--- config.mk ---
export PLATFORM = sky130hd
export DESIGN_NAME = cache_port_arbiter
export DESIGN_NICKNAME = d
export VERILOG_FILES = /design/src/rtl/cache_arb_pkg.sv /design/src/rtl/cache_port_arbiter_rr_arbiter.sv /design/src/rtl/cache_port_arbiter.sv
export SDC_FILE = /design/constraint.sdc
export NUM_CORES = 1
export LEC_CHECK = 0
export BUFFER_PORTS_ARGS = -buffer_cell sky130_fd_sc_hd__clkbuf_2
export CAP_MARGIN = 20
export CORE_AREA = 2 2 133 135
export DETAILED_ROUTE_END_ITERATION = 10
export DIE_AREA = 0 0 135 137
export PLACE_DENSITY = 0.42
export SKIP_LAST_GASP = 1
export SYNTH_ARGS = -nofsm -noshare
export SYNTH_HDL_FRONTEND = slang
export SYNTH_HIERARCHICAL = 1
export SYNTH_SLANG_ARGS = --single-unit
--- constraint.sdc ---
create_clock -name clk -period 3.1 [get_ports clk]
set_clock_uncertainty 0.05 [all_clocks]
set_input_delay 0.31 -clock clk [delete_from_list [all_inputs] [get_ports clk]]
set_output_delay 0.31 -clock clk [all_outputs]
set_load 0.1 [all_outputs]
--- src/rtl/cache_arb_pkg.sv ---
// Shared defaults and FSM encoding for cache_port_arbiter and its round-robin core.
package cache_arb_pkg;

    localparam int ADDR_W_DEF = 32;
    localparam int DATA_W_DEF = 32;
    localparam int BANK_W     = 2;

    localparam logic [0:0] ST_ISSUE = 1'b0;
    localparam logic [0:0] ST_STALL = 1'b1;

    typedef logic [BANK_W-1:0] bank_t;

endpackage

--- src/rtl/cache_port_arbiter_rr_arbiter.sv ---
// rr_arbiter: one-hot round-robin grant; the pointer moves one past each winner.
module rr_arbiter
    import cache_arb_pkg::*;
#(
    parameter  int NUM_REQ = 2,
    localparam int PTR_W   = $clog2(NUM_REQ)
) (
    input  logic               clk,
    input  logic               reset_n,
    input  logic [NUM_REQ-1:0] req,
    input  logic               enable,
    output logic [NUM_REQ-1:0] grant,
    output logic [PTR_W-1:0]   grant_idx,
    output logic               grant_vld
);

    logic [PTR_W-1:0] ptr_q;
    int               cand;

    // Search upward from the pointer with wrap; the first valid requester wins.
    always_comb begin
        grant     = '0;
        grant_idx = '0;
        grant_vld = 1'b0;
        cand      = 0;
        if (enable) begin
            for (int k = 0; k < NUM_REQ; k++) begin
                cand = int'(ptr_q) + k;
                if (cand >= NUM_REQ) cand = cand - NUM_REQ;
                if (!grant_vld && req[PTR_W'(cand)]) begin
                    grant_vld               = 1'b1;
                    grant[PTR_W'(cand)]     = 1'b1;
                    grant_idx               = PTR_W'(cand);
                end
            end
        end
    end

    always_ff @(posedge clk or negedge reset_n) begin
        if (!reset_n) begin
            ptr_q <= '0;
        end else if (grant_vld) begin
            ptr_q <= (int'(grant_idx) == NUM_REQ - 1) ? '0 : grant_idx + PTR_W'(1);
        end
    end

endmodule

--- src/rtl/cache_port_arbiter.sv ---
// cache_port_arbiter: round-robin sharing of the L1 CPU port with response routing and miss stall.
// Optional per-requester hit/miss counters are built when CACHE_ARB_PERF_EN is defined.
module cache_port_arbiter
    import cache_arb_pkg::*;
#(
    parameter int NUM_REQ    = 2,
    parameter int ADDR_W     = ADDR_W_DEF,
    parameter int DATA_W     = DATA_W_DEF,
    parameter int MISS_STALL = 2,
    parameter int CNT_W      = 16
) (
    input  logic                      clk,
    input  logic                      reset_n,
    input  logic [NUM_REQ-1:0]        req_valid,
    input  logic [NUM_REQ-1:0]        req_write,
    input  logic [NUM_REQ*ADDR_W-1:0] req_addr,
    input  logic [NUM_REQ*DATA_W-1:0] req_wdata,
    output logic [NUM_REQ-1:0]        req_ready,
    output logic [NUM_REQ-1:0]        rsp_valid,
    output logic                      rsp_hit,
    output logic                      rsp_miss,
    output logic [DATA_W-1:0]         rsp_rdata,
    output logic [BANK_W-1:0]         rsp_bank,
    output logic                      cache_req,
    output logic                      cache_write,
    output logic [ADDR_W-1:0]         cache_addr,
    output logic [DATA_W-1:0]         cache_wdata,
    input  logic                      cache_hit,
    input  logic                      cache_miss,
    input  logic [DATA_W-1:0]         cache_rdata,
    input  logic [BANK_W-1:0]         cache_bank,
    input  logic                      perf_clr,
    output logic [NUM_REQ*CNT_W-1:0]  perf_hits,
    output logic [NUM_REQ*CNT_W-1:0]  perf_misses
);

    localparam int ID_W    = $clog2(NUM_REQ);
    localparam int STALL_W = (MISS_STALL > 1) ? $clog2(MISS_STALL) : 1;
    localparam logic [STALL_W-1:0] STALL_INIT = STALL_W'((MISS_STALL > 1) ? MISS_STALL - 1 : 0);

    logic [0:0]         state_q;
    logic [STALL_W-1:0] stall_cnt_q;
    logic               issued_p1;
    logic [ID_W-1:0]    id_p1;

    logic               stall_now;
    logic               arb_en;
    logic [NUM_REQ-1:0] grant;
    logic [ID_W-1:0]    grant_idx;
    logic               grant_vld;

    // The response cycle of a miss already counts as the first idle issue cycle.
    assign stall_now = (MISS_STALL > 0) && issued_p1 && cache_miss;
    assign arb_en    = reset_n && (state_q == ST_ISSUE) && !stall_now;

    rr_arbiter #(
        .NUM_REQ  (NUM_REQ)
    ) u_rr (
        .clk       (clk),
        .reset_n   (reset_n),
        .req       (req_valid),
        .enable    (arb_en),
        .grant     (grant),
        .grant_idx (grant_idx),
        .grant_vld (grant_vld)
    );

    // ---- stage p0: issue winner's access to the cache
    assign req_ready = grant;
    assign cache_req = grant_vld;

    always_comb begin
        cache_write = 1'b0;
        cache_addr  = '0;
        cache_wdata = '0;
        for (int i = 0; i < NUM_REQ; i++) begin
            if (grant[i]) begin
                cache_write = req_write[i];
                cache_addr  = req_addr[i*ADDR_W +: ADDR_W];
                cache_wdata = req_wdata[i*DATA_W +: DATA_W];
            end
        end
    end

    always_ff @(posedge clk or negedge reset_n) begin
        if (!reset_n) begin
            issued_p1 <= 1'b0;
            id_p1     <= '0;
        end else begin
            issued_p1 <= grant_vld;
            if (grant_vld) id_p1 <= grant_idx;
        end
    end

    // ---- stage p1: route the cache's registered response; the cache holds flags between
    // accesses, so only issued_p1 qualifies them.
    always_comb begin
        rsp_valid = '0;
        rsp_hit   = 1'b0;
        rsp_miss  = 1'b0;
        rsp_rdata = '0;
        rsp_bank  = '0;
        if (issued_p1) begin
            rsp_valid[id_p1] = 1'b1;
            rsp_hit          = cache_hit;
            rsp_miss         = cache_miss;
            rsp_rdata        = cache_rdata;
            rsp_bank         = cache_bank;
        end
    end

    always_ff @(posedge clk or negedge reset_n) begin
        if (!reset_n) begin
            state_q     <= ST_ISSUE;
            stall_cnt_q <= '0;
        end else begin
            case (state_q)
                ST_ISSUE: begin
                    if (stall_now && (MISS_STALL > 1)) begin
                        state_q     <= ST_STALL;
                        stall_cnt_q <= STALL_INIT;
                    end
                end
                ST_STALL: begin
                    if (stall_cnt_q <= STALL_W'(1)) begin
                        state_q     <= ST_ISSUE;
                        stall_cnt_q <= '0;
                    end else begin
                        stall_cnt_q <= stall_cnt_q - STALL_W'(1);
                    end
                end
                default: state_q <= ST_ISSUE;
            endcase
        end
    end

`ifdef CACHE_ARB_PERF_EN
    logic [CNT_W-1:0] hit_cnt  [NUM_REQ];
    logic [CNT_W-1:0] miss_cnt [NUM_REQ];

    function automatic logic [CNT_W-1:0] sat_inc(input logic [CNT_W-1:0] v);
        return (&v) ? v : v + CNT_W'(1);
    endfunction

    always_ff @(posedge clk or negedge reset_n) begin
        if (!reset_n) begin
            for (int i = 0; i < NUM_REQ; i++) begin
                hit_cnt[i]  <= '0;
                miss_cnt[i] <= '0;
            end
        end else begin
            for (int i = 0; i < NUM_REQ; i++) begin
                if (perf_clr) begin
                    hit_cnt[i]  <= '0;
                    miss_cnt[i] <= '0;
                end else if (rsp_valid[i]) begin
                    if (rsp_hit)  hit_cnt[i]  <= sat_inc(hit_cnt[i]);
                    if (rsp_miss) miss_cnt[i] <= sat_inc(miss_cnt[i]);
                end
            end
        end
    end

    always_comb begin
        for (int i = 0; i < NUM_REQ; i++) begin
            perf_hits[i*CNT_W +: CNT_W]   = hit_cnt[i];
            perf_misses[i*CNT_W +: CNT_W] = miss_cnt[i];
        end
    end
`else
    logic perf_clr_unused;
    assign perf_clr_unused = perf_clr;
    assign perf_hits       = '0;
    assign perf_misses     = '0;
`endif

endmodule

# Word-level counts from Yosys, hierarchy flattened
# Cells that the tools add are included.
dict set report totals {
  regBits 5
  out_inout_bits 170
}
dict set report op_classes {
  n_addsub 5
  magnitude_cmp 9
  eq_ne 1
  n_mux 43
  n_bitwise 2
  reduce_logical 9
}
# operator n
set ops {}
lappend ops {{32-bit two-way mux} 5}
lappend ops {{1-bit two-way mux} 27}
lappend ops {{2-bit two-way mux} 6}
lappend ops {{1-bit logical AND} 7}
lappend ops {{1-bit by 3-bit < comparator with 1-bit output (second input constant)} 2}
lappend ops {{1-bit one-hot mux with 2 select lines} 2}
lappend ops {{1-bit demux with 1-bit select} 3}
lappend ops {{1-bit greater-or-equal comparator (second input constant)} 3}
lappend ops {{1-bit subtractor (second input constant)} 3}
lappend ops {{1-bit by 1-bit adder with 2-bit output (second input constant)} 1}
lappend ops {{1-bit by 2-bit greater-or-equal comparator with 1-bit output (second input constant)} 1}
lappend ops {{2-bit greater-or-equal comparator (second input constant)} 1}
lappend ops {{1-bit zero test} 2}
lappend ops {{1-bit by 2-bit < comparator with 1-bit output (second input constant)} 1}
lappend ops {{2-bit inequality test (second input constant)} 1}
lappend ops {{2-bit OR} 1}
lappend ops {{1-bit adder (second input constant)} 1}
lappend ops {{1-bit <= comparator (second input constant)} 1}
lappend ops {{1-bit inverter} 1}

# Logic depth before layout (Yosys ltp)
# Gate-level depths: netlist of the first run.
dict set report logic_depth {
  ltp_word 15
  mapped_depth 8
  mapped_depth_nobuf 6
}

# Hierarchy
# Netlist of the first run, hierarchy kept.
# mod instances cells_per_inst area_each_um2
set by_module_without_submodules {}
lappend by_module_without_submodules {cache_port_arbiter 1 195 1590.3}
lappend by_module_without_submodules {rr_arbiter 1 8 66.3}

# Worst setup path after synthesis of the first run
# No wires, ideal clock.
dict set report synth_timing {
  kind {register to output}
  start {register issued_p1}
  end {output port cache_addr[30]}
  arrival_ns 4.172
  slack_ns -1.432
  stages_incl_launch_ff 7
  cell_sequence {dfrtp_1 -> and2_1 -> nor3b_1 -> nand2_2 -> nor2_1 -> nand2_1 -> o21ai_1}
}
dict set report synth_via {
  elab_chain_len 6
}
# element line_no
set synth_rtl {}
lappend synth_rtl {{start: declaration} cache_port_arbiter.sv:43} ;# logic issued_p1;
lappend synth_rtl {{start signal: assignment} cache_port_arbiter.sv:90} ;# issued_p1 <= grant_vld;
lappend synth_rtl {{1-bit logical AND} cache_port_arbiter.sv:53} ;# assign stall_now = (MISS_STALL > 0) && issued_p1 && cache_miss;
lappend synth_rtl {{1-bit zero test} cache_port_arbiter.sv:54} ;# assign arb_en = reset_n && (state_q == ST_ISSUE) && !stall_now;
lappend synth_rtl {{1-bit logical AND} cache_port_arbiter.sv:54}
lappend synth_rtl {{net arb_en} cache_port_arbiter.sv:47} ;# logic arb_en;
lappend synth_rtl {{2-bit two-way mux} cache_port_arbiter_rr_arbiter.sv:26} ;# if (enable) begin
lappend synth_rtl {{net req_ready[0]} cache_port_arbiter.sv:18} ;# output logic [NUM_REQ-1:0] req_ready,
lappend synth_rtl {{32-bit two-way mux (2 in a row)} cache_port_arbiter.sv:77} ;# if (grant[i]) begin
lappend synth_rtl {{end: declaration} cache_port_arbiter.sv:26} ;# output logic [ADDR_W-1:0] cache_addr,
# The timed path passes the listed nets, and every way through them passes these cells.

# Worst setup path after layout of the first run
dict set report layout_timing {
  start {input port reset_n}
  end {output port cache_addr[12]}
}
dict set report layout_via {
  elab_chain_len 5
}
# element line_no
set layout_rtl {}
lappend layout_rtl {{start: declaration} cache_port_arbiter.sv:13} ;# input logic reset_n,
lappend layout_rtl {{1-bit logical AND (*) (2 in a row)} cache_port_arbiter.sv:54}
lappend layout_rtl {{net arb_en} cache_port_arbiter.sv:47}
lappend layout_rtl {{2-bit two-way mux (*)} cache_port_arbiter_rr_arbiter.sv:26}
lappend layout_rtl {{32-bit two-way mux} cache_port_arbiter.sv:77}
lappend layout_rtl {{32-bit two-way mux (*)} cache_port_arbiter.sv:77}
# The timed path passes the listed nets; every way through them passes the cells marked *.

==> results of run 1 <==
metrics by stage:
step           util, %  total power [mW]  std cells  setup slack (ns)  area [µm²]
2_1_floorplan        -              1.33        266            0.0482        1990
3_3_place_gp      23.2              1.72        684             0.694        3960
3_5_place_dp      23.2              1.72        684             0.691        3960
4_1_cts           23.7              1.92        688             0.243        4050
5_1_grt           23.7              1.97        688             0.126        4050
6_report          23.7              1.92        690             0.267        4050
per-layer routing:
metal | part of all wire [%] | up-vias | wire length, µm
met3 | 10 | 6 | 951
met1 | 37 | 990 | 3330
met5 | 0 | - | 0
met2 | 52 | 161 | 4740
li1 | - | 1113 | -
met4 | 0.65 | 0 | 59
timing repair:
item | CTS | global route
hold buffers | 1 | 0
endpoints found under the hold margin | 4 | 0
resized for setup | 0 | 0
worst register-to-register path, delay by kind of cell (launching register included):
family / cells / cell delay, ns
AND/OR/NAND/NOR: 3 / 0.60
flip-flops: 1 / 0.36
multiplexers: 1 / 0.32
buffers and inverters: 1 / 0.12
cell usage in the layout (no fill, tap or decap), drive strengths merged:
master,count
nor3b,1
inv,1
a22o,64
clkbuf,212
buf,67
nor2,1
mux2,1
dfrtp,4
conb,65
dlygate4sd3,1
nand2,3
diode,2
and3,1
o21ai,1
nor2b,3
and2,37
xnor2,1
flip-flops by register name (all words and copies together) (netlist names):
register    count
id_p1           1
issued_p1       1
state_q         1
u_rr/ptr_q      1
power breakdown:
part | switching (mW) | internal, mW | total (mW)
clock | 0.0356 | 0.165 | 0.200
sequential | 0.0116 | 0.0630 | 0.0747
combinational | 1.21 | 0.438 | 1.64
layout make-up:
| class | count | area [µm²] | share of cell area, % |
|---|---|---|---|
| clock buffer | 3 | 75.1 | 1.85 |
| timing repair buffer | 277 | 2370 | 58.6 |
| antenna | 2 | 5.00 | 0.124 |
| multi-input combinational | 178 | 1210 | 29.9 |
| tap | 225 | 282 | 6.95 |
| inverter | 1 | 3.75 | 0.0927 |
| sequential | 4 | 100 | 2.47 |
logic make-up after synthesis:
kind of cell,Yosys count
compound gates,65
xor+xnor,1
buf+inv,84
flops,4
mux,1
other cells,2
simple gates,46
worst max-delay path by stage:
stage / startpoint / end / slack, ns / cells past startpoint
CTS: reset_n / cache_wdata[17] / 0.24 / 9
floorplan: issued_p1$_DFF_PN0_ / cache_addr[0] / 0.05 / 8
detailed placement: cache_miss / cache_wdata[17] / 0.69 / 9
finish: reset_n / cache_addr[12] / 0.27 / 9
global route: reset_n / cache_addr[21] / 0.13 / 9
global placement: cache_miss / cache_wdata[11] / 0.69 / 9
==> flow_summary.yaml, run 1 <==
clock_network:
  clk_pin_slew_ns: 0.03
  cts-root-buf: "clkbuf_16"
  cts.sink_count: 4
  h-tree-depth: 1
  cts_tree: "built"
  cts_buffer_depth: 2
  clock_latency_ns: 0.22
  cts_buffers: 3
  postCtsSetupBuffers: 0
grt:
  grt_pass1_vias: 2270
  use_met2_pct: 15.9
  grt_pass1_wl_um: 12600
  grt_max_degree: 69
  antenna_found_initial: 2
  grt.total_usage_pct: 8.74
  overflow: 0
  grt-busiest-layer: "met2"
  grt_use_met1_pct: 9.60
  grtUsageMet3_pct: 3.85
floorplan:
  die_w_um: 135
  dieArea_mm2: 0.0185
  rows: 48
  dieHeight_um: 137
  core_area_mm2: 0.0171
  ios: 341
  start_util_pct: 9.71
timing:
  setup_viol: 0
  period_share_pct: 91.4
  final-max-slew-violation-count: 0
  final-hold-violation-count: 0
  fin_tns_setup_ns: 0
  hold_slack_ns: 0.341
  rsz0062_at_grt: "false"
  relSlewSlack_pct: 62.8
  tightest_slew_ns: 0.560
  period_minus_slack_ns: 2.83
  fmax_mhz: 353
place:
  gp_congestion: 0.750
  portBuffers: 273
  detailed_place_hpwl_um: 8170
worst_setup_path:
  crit_type: "in -> out"
  reg2reg_depth: 5
  critical-path-top-delay-family: "buffers and inverters"
  end_kind: "primary output"
  r2r_slack_ns: 1.53
  worstReg2RegEnd: "id_p1$_DFFE_PN0P_"
  crit_slowest_cell: "dlygate4sd3_1"
  start_kind: "input port"
  cp_data_arrival_time_ns: 2.47
  required_ns: 2.74
  crit_chain: "dlygate4sd3_1 -> clkbuf_2 -> nor3b_1 -> nand2_2 -> nor2_4 -> nor2b_4 -> buf_12 -> a22o_2 -> buf_12"
  r2r_start: "issued_p1$_DFF_PN0_"
  cp_common_cell: "buf_12"
  critPathMaxFanout: 49
  cpPeakStageDelay_ns: 0.52
  worst-path-buf-inv: 4
cells_and_area:
  layout-drive-gt1-share_pct: 75.4
  final_nets: 636
  fillers: 1886
  area_delta_synth_final_pct: 144
logic_synthesis:
  ys_seq_elements: 4
  syn_area_mm2: 0.00166
  synth_top_cell_area_share_pct: 33.8
  post-synth-top-count-cell: "buf_4"
  async_flop_share_pct: 100
  avgSynthCellArea_um2: 8.16
  ys_top_cells_by_area: "a22o_1 34%, buf_4 29%, and2_1 14%"
  synth_seq_area_share_pct: 6.04
  synth_xor_area_share_pct: 0.529
  synth_fa_ha_area_share_pct: 0
  yosysWarnings: 6
  ys.flop_type: "dfrtp_1"
  synth_common_cells: "65 x buf_4, 64 x a22o_1, 37 x and2_1, 7 x buf_8, 5 x buf_2"
  synth_compound_area_share_pct: 34.1
  syn-instance-count: 203
  yosys.area_share.simple_pct: 17.2
  synth_top_area_cell: "a22o_1"
  ys_types: 21
  synthMuxAreaShare_pct: 0.680
  synth_top_family_by_area: "buffers and inverters"
  synth-edff-count: 0
worst_hold_path:
  hold_start: "req_valid[0]"
  min_to: "u_rr/ptr_q$_DFFE_PN0P_"
  min_path_type: "in -> reg"
  hold_depth: 3
route:
  viasPerCell: 3.29
  ant_nets: 0
  finalWirelength_um: 9080
  drt_first_pass_iters: 4
  wl_per_cell_um: 13.2
  drt_iter0_drc: 30
  num_vias: 2270
  drc: 0
outcome:
  status: "finished, final reports clean"
power:
  ir_worst_vdd_mv: 0.163
  p_leak_nw: 2.16
  power_density_mw_per_mm2: 473
flow_run:
  maxCapViolations: 0
Note: power is estimated with default switching activity, not from simulation.
==> run 2, diff against run 1 <==
--- a/config.mk
+++ b/config.mk
@@ -5,12 +5,13 @@
 export SDC_FILE = /design/constraint.sdc
 export NUM_CORES = 1
 export LEC_CHECK = 0
+export ABC_AREA = 1
 export BUFFER_PORTS_ARGS = -buffer_cell sky130_fd_sc_hd__clkbuf_2
 export CAP_MARGIN = 20
 export CORE_AREA = 2 2 133 135
 export DETAILED_ROUTE_END_ITERATION = 10
 export DIE_AREA = 0 0 135 137
-export PLACE_DENSITY = 0.42
+export PLACE_DENSITY = 0.44
 export SKIP_LAST_GASP = 1
 export SYNTH_ARGS = -nofsm -noshare
 export SYNTH_HDL_FRONTEND = slang
==> run 2 against run 1 <==
Against the previous run:
- final cell count grew 25%
- flip-flop and latch count did not move
- clock-buffer cell count did not move
- maximum frequency grew 0.99%
- via count up 28%
- core utilization rose by 0.65 points
- critical path depth grew 1
- critical path type unchanged
- global-route usage is 0.50 points lower
- total power fell by 9.5%
- largest cell class unchanged
==> flow_summary.yaml, run 2 <==
outcome:
  status: "finished, final reports clean"
cells_and_area:
  antennaDiodeCount: 0
  fillers: 1914
  layout_commonest_cell: "clkbuf_2"
  layout-drive-gt1-share_pct: 53.8
  area_delta_synth_final_pct: 112
  seq_area_um2: 100
  multi_input_area_mm2: 0.00139
  final_nets: 809
  final_cell_mix: "223 x clkbuf_2, 112 x nand2_1, 66 x nand3_1"
worst_setup_path:
  crit_chain: "dlygate4sd3_1 -> clkbuf_2 -> nand2_1 -> nor2_1 -> nand3_1 -> inv_2 -> buf_4 -> nand3_1 -> nand2_2 -> clkbuf_4"
  start_kind: "input port"
  cp_data_arrival_time_ns: 2.45
  required_ns: 2.74
  cpPeakStageDelay_ns: 0.53
  reg2reg_depth: 6
  r2r_start: "issued_p1$_DFF_PN0_"
  critical-path-top-delay-family: "buffers and inverters"
  worstReg2RegEnd: "id_p1$_DFFE_PN0P_"
  critPathMaxFanout: 17
  crit_slowest_cell: "dlygate4sd3_1"
  worst-path-buf-inv: 5
  r2r_slack_ns: 2.02
  end_kind: "primary output"
  cp_common_cell: "nand3_1"
  crit_type: "in -> out"
route:
  met3WireLength_um: 604
  viasPerCell: 3.39
  drt_first_pass_iters: 4
  num_vias: 2915
  drt_iter0_drc: 102
  dr.max_layer_used: "met3"
  drc: 0
  wl_met1_um: 3300
  wl_per_cell_um: 10.2
  finalWirelength_um: 8820
  ant_nets: 0
  dr_wl_met2_um: 4910
logic_synthesis:
  async_flop_share_pct: 100
  syn_area_mm2: 0.00196
  ys_top_cells_by_area: "nand2_1 33%, buf_4 26%, nand3_1 17%"
  post-synth-top-count-cell: "nand2_1"
  synth_top_cell_area_share_pct: 32.9
  ys_types: 11
  synth_seq_area_share_pct: 5.11
  syn-instance-count: 383
  synth_top_area_cell: "nand2_1"
  yosysWarnings: 6
  synth-edff-count: 0
  ys.flop_type: "dfrtp_1"
  ys_seq_elements: 4
  synth_common_cells: "172 x nand2_1, 69 x buf_4, 66 x nand3_1, 42 x inv_1, 11 x buf_6"
  avgSynthCellArea_um2: 5.12
worst_hold_path:
  hold_start: "cache_miss"
  min_path_type: "in -> reg"
  hold_depth: 3
  min_to: "state_q$_DFF_PN0_"
timing:
  period_minus_slack_ns: 2.81
  relSlewSlack_pct: 62.6
  fin_tns_setup_ns: 0
  setup_viol: 0
  final-hold-violation-count: 0
  rsz0062_at_grt: "false"
  period_share_pct: 90.5
  final-max-slew-violation-count: 0
  tightest_slew_ns: 0.563
  fmax_mhz: 356
clock_network:
  cts_buffer_depth: 2
  cts-root-buf: "clkbuf_16"
  cts.sink_count: 4
  clk_pin_slew_ns: 0.03
  h-tree-depth: 1
  cts_tree: "built"
  clock_latency_ns: 0.22
  postCtsSetupBuffers: 0
  cts_buffers: 3
power:
  power.switching_mw: 1.19
  combPwrFrac_pct: 84.9
  seqPwrFrac_pct: 3.6
  ir_worst_vdd_mv: 0.168
  p_int_uw: 545
  p_leak_nw: 2.66
  power_mw: 1.74
  pwr-share-clk_pct: 11.4
  p_sw_share_pct: 68.6
  power_density_mw_per_mm2: 417
grt:
  grt_pass1_vias: 2583
  grt.total_usage_pct: 8.25
  antenna_found_initial: 0
  grt_max_degree: 68
  grt_pass1_wl_um: 12400
  overflow: 0
floorplan:
  core_area_mm2: 0.0171
  die_w_um: 135
  dieHeight_um: 137
  start_util_pct: 11.5
  ios: 341
  rows: 48
  dieArea_mm2: 0.0185
place:
  detailed_place_hpwl_um: 7240
  portBuffers: 273
  gp_congestion: 0.691
flow_run:
  maxCapViolations: 0
==> run 2: cell families after synthesis <==
family                 Yosys count  synth area share, %
other                            2                0.383
and+or+nand+nor                242                 50.5
AOI/OAI and AO/OA                1                0.255
DFF                              4                 5.11
buffers and inverters          134                 43.7
==> run 2: how the worst max path moves through the flow <==
stage,from,endpoint,slack [ns],depth (start not counted)
2_1_floorplan,issued_p1$_DFF_PN0_,cache_addr[30],0.03,9
3_3_place_gp,reset_n,cache_addr[13],0.67,9
3_5_place_dp,reset_n,cache_addr[13],0.69,9
4_1_cts,reset_n,cache_addr[13],0.13,10
5_1_grt,reset_n,cache_addr[13],0.09,10
6_report,reset_n,cache_addr[13],0.29,10
==> run 2: routing by layer <==
metal | up-vias | GRT usage (%)
li1 | 1523 | -
met1 | 1241 | 9.56
met2 | 151 | 16.4
met3 | 0 | 1.15
met4 | 0 | 0.984
met5 | - | 0
==> run 2: power by group through the flow <==
stage               clock (mW)  sequential [mW]  combinational, mW
global placement             0           0.0633               1.47
finish                   0.199           0.0629               1.47
detailed placement           0           0.0633               1.47
CTS                      0.203           0.0628               1.47
global route             0.208           0.0635               1.53
floorplan                    0           0.0619               1.19
==> run 2: per-stage QoR <==
step           worst slack [ns]  cell area (µm²)  hold WS, ns  instances  utilization, %
2_1_floorplan            0.0305             2350      -0.0356        446               -
3_3_place_gp              0.667             4070       0.0816        857            23.9
3_5_place_dp              0.693             4070       0.0809        857            23.9
4_1_cts                   0.127             4160        0.298        861            24.4
5_1_grt                  0.0907             4160        0.315        861            24.4
6_report                  0.295             4160        0.295        861            24.4
==> run 2: final cells by class <==
type,count,share of cell area [%]
Multi-Input combinational cell,308,33.4
Inverter,44,3.97
Timing Repair Buffer,277,51.7
Tap cell,225,6.76
Clock buffer,3,1.80
Sequential cell,4,2.41
==> run 2: worst min-delay path: stages <==
cell,delay [ns]
clkbuf_2,0.08
nand2_1,0.09
nor2_1,0.05
==> run 2: repair_timing <==
action / CTS / global route
hold endpoints to repair: 4 / 0
hold buffers: 1 / 0
gates resized for setup: 0 / 2
endpoints found under the setup margin: 0 / 1
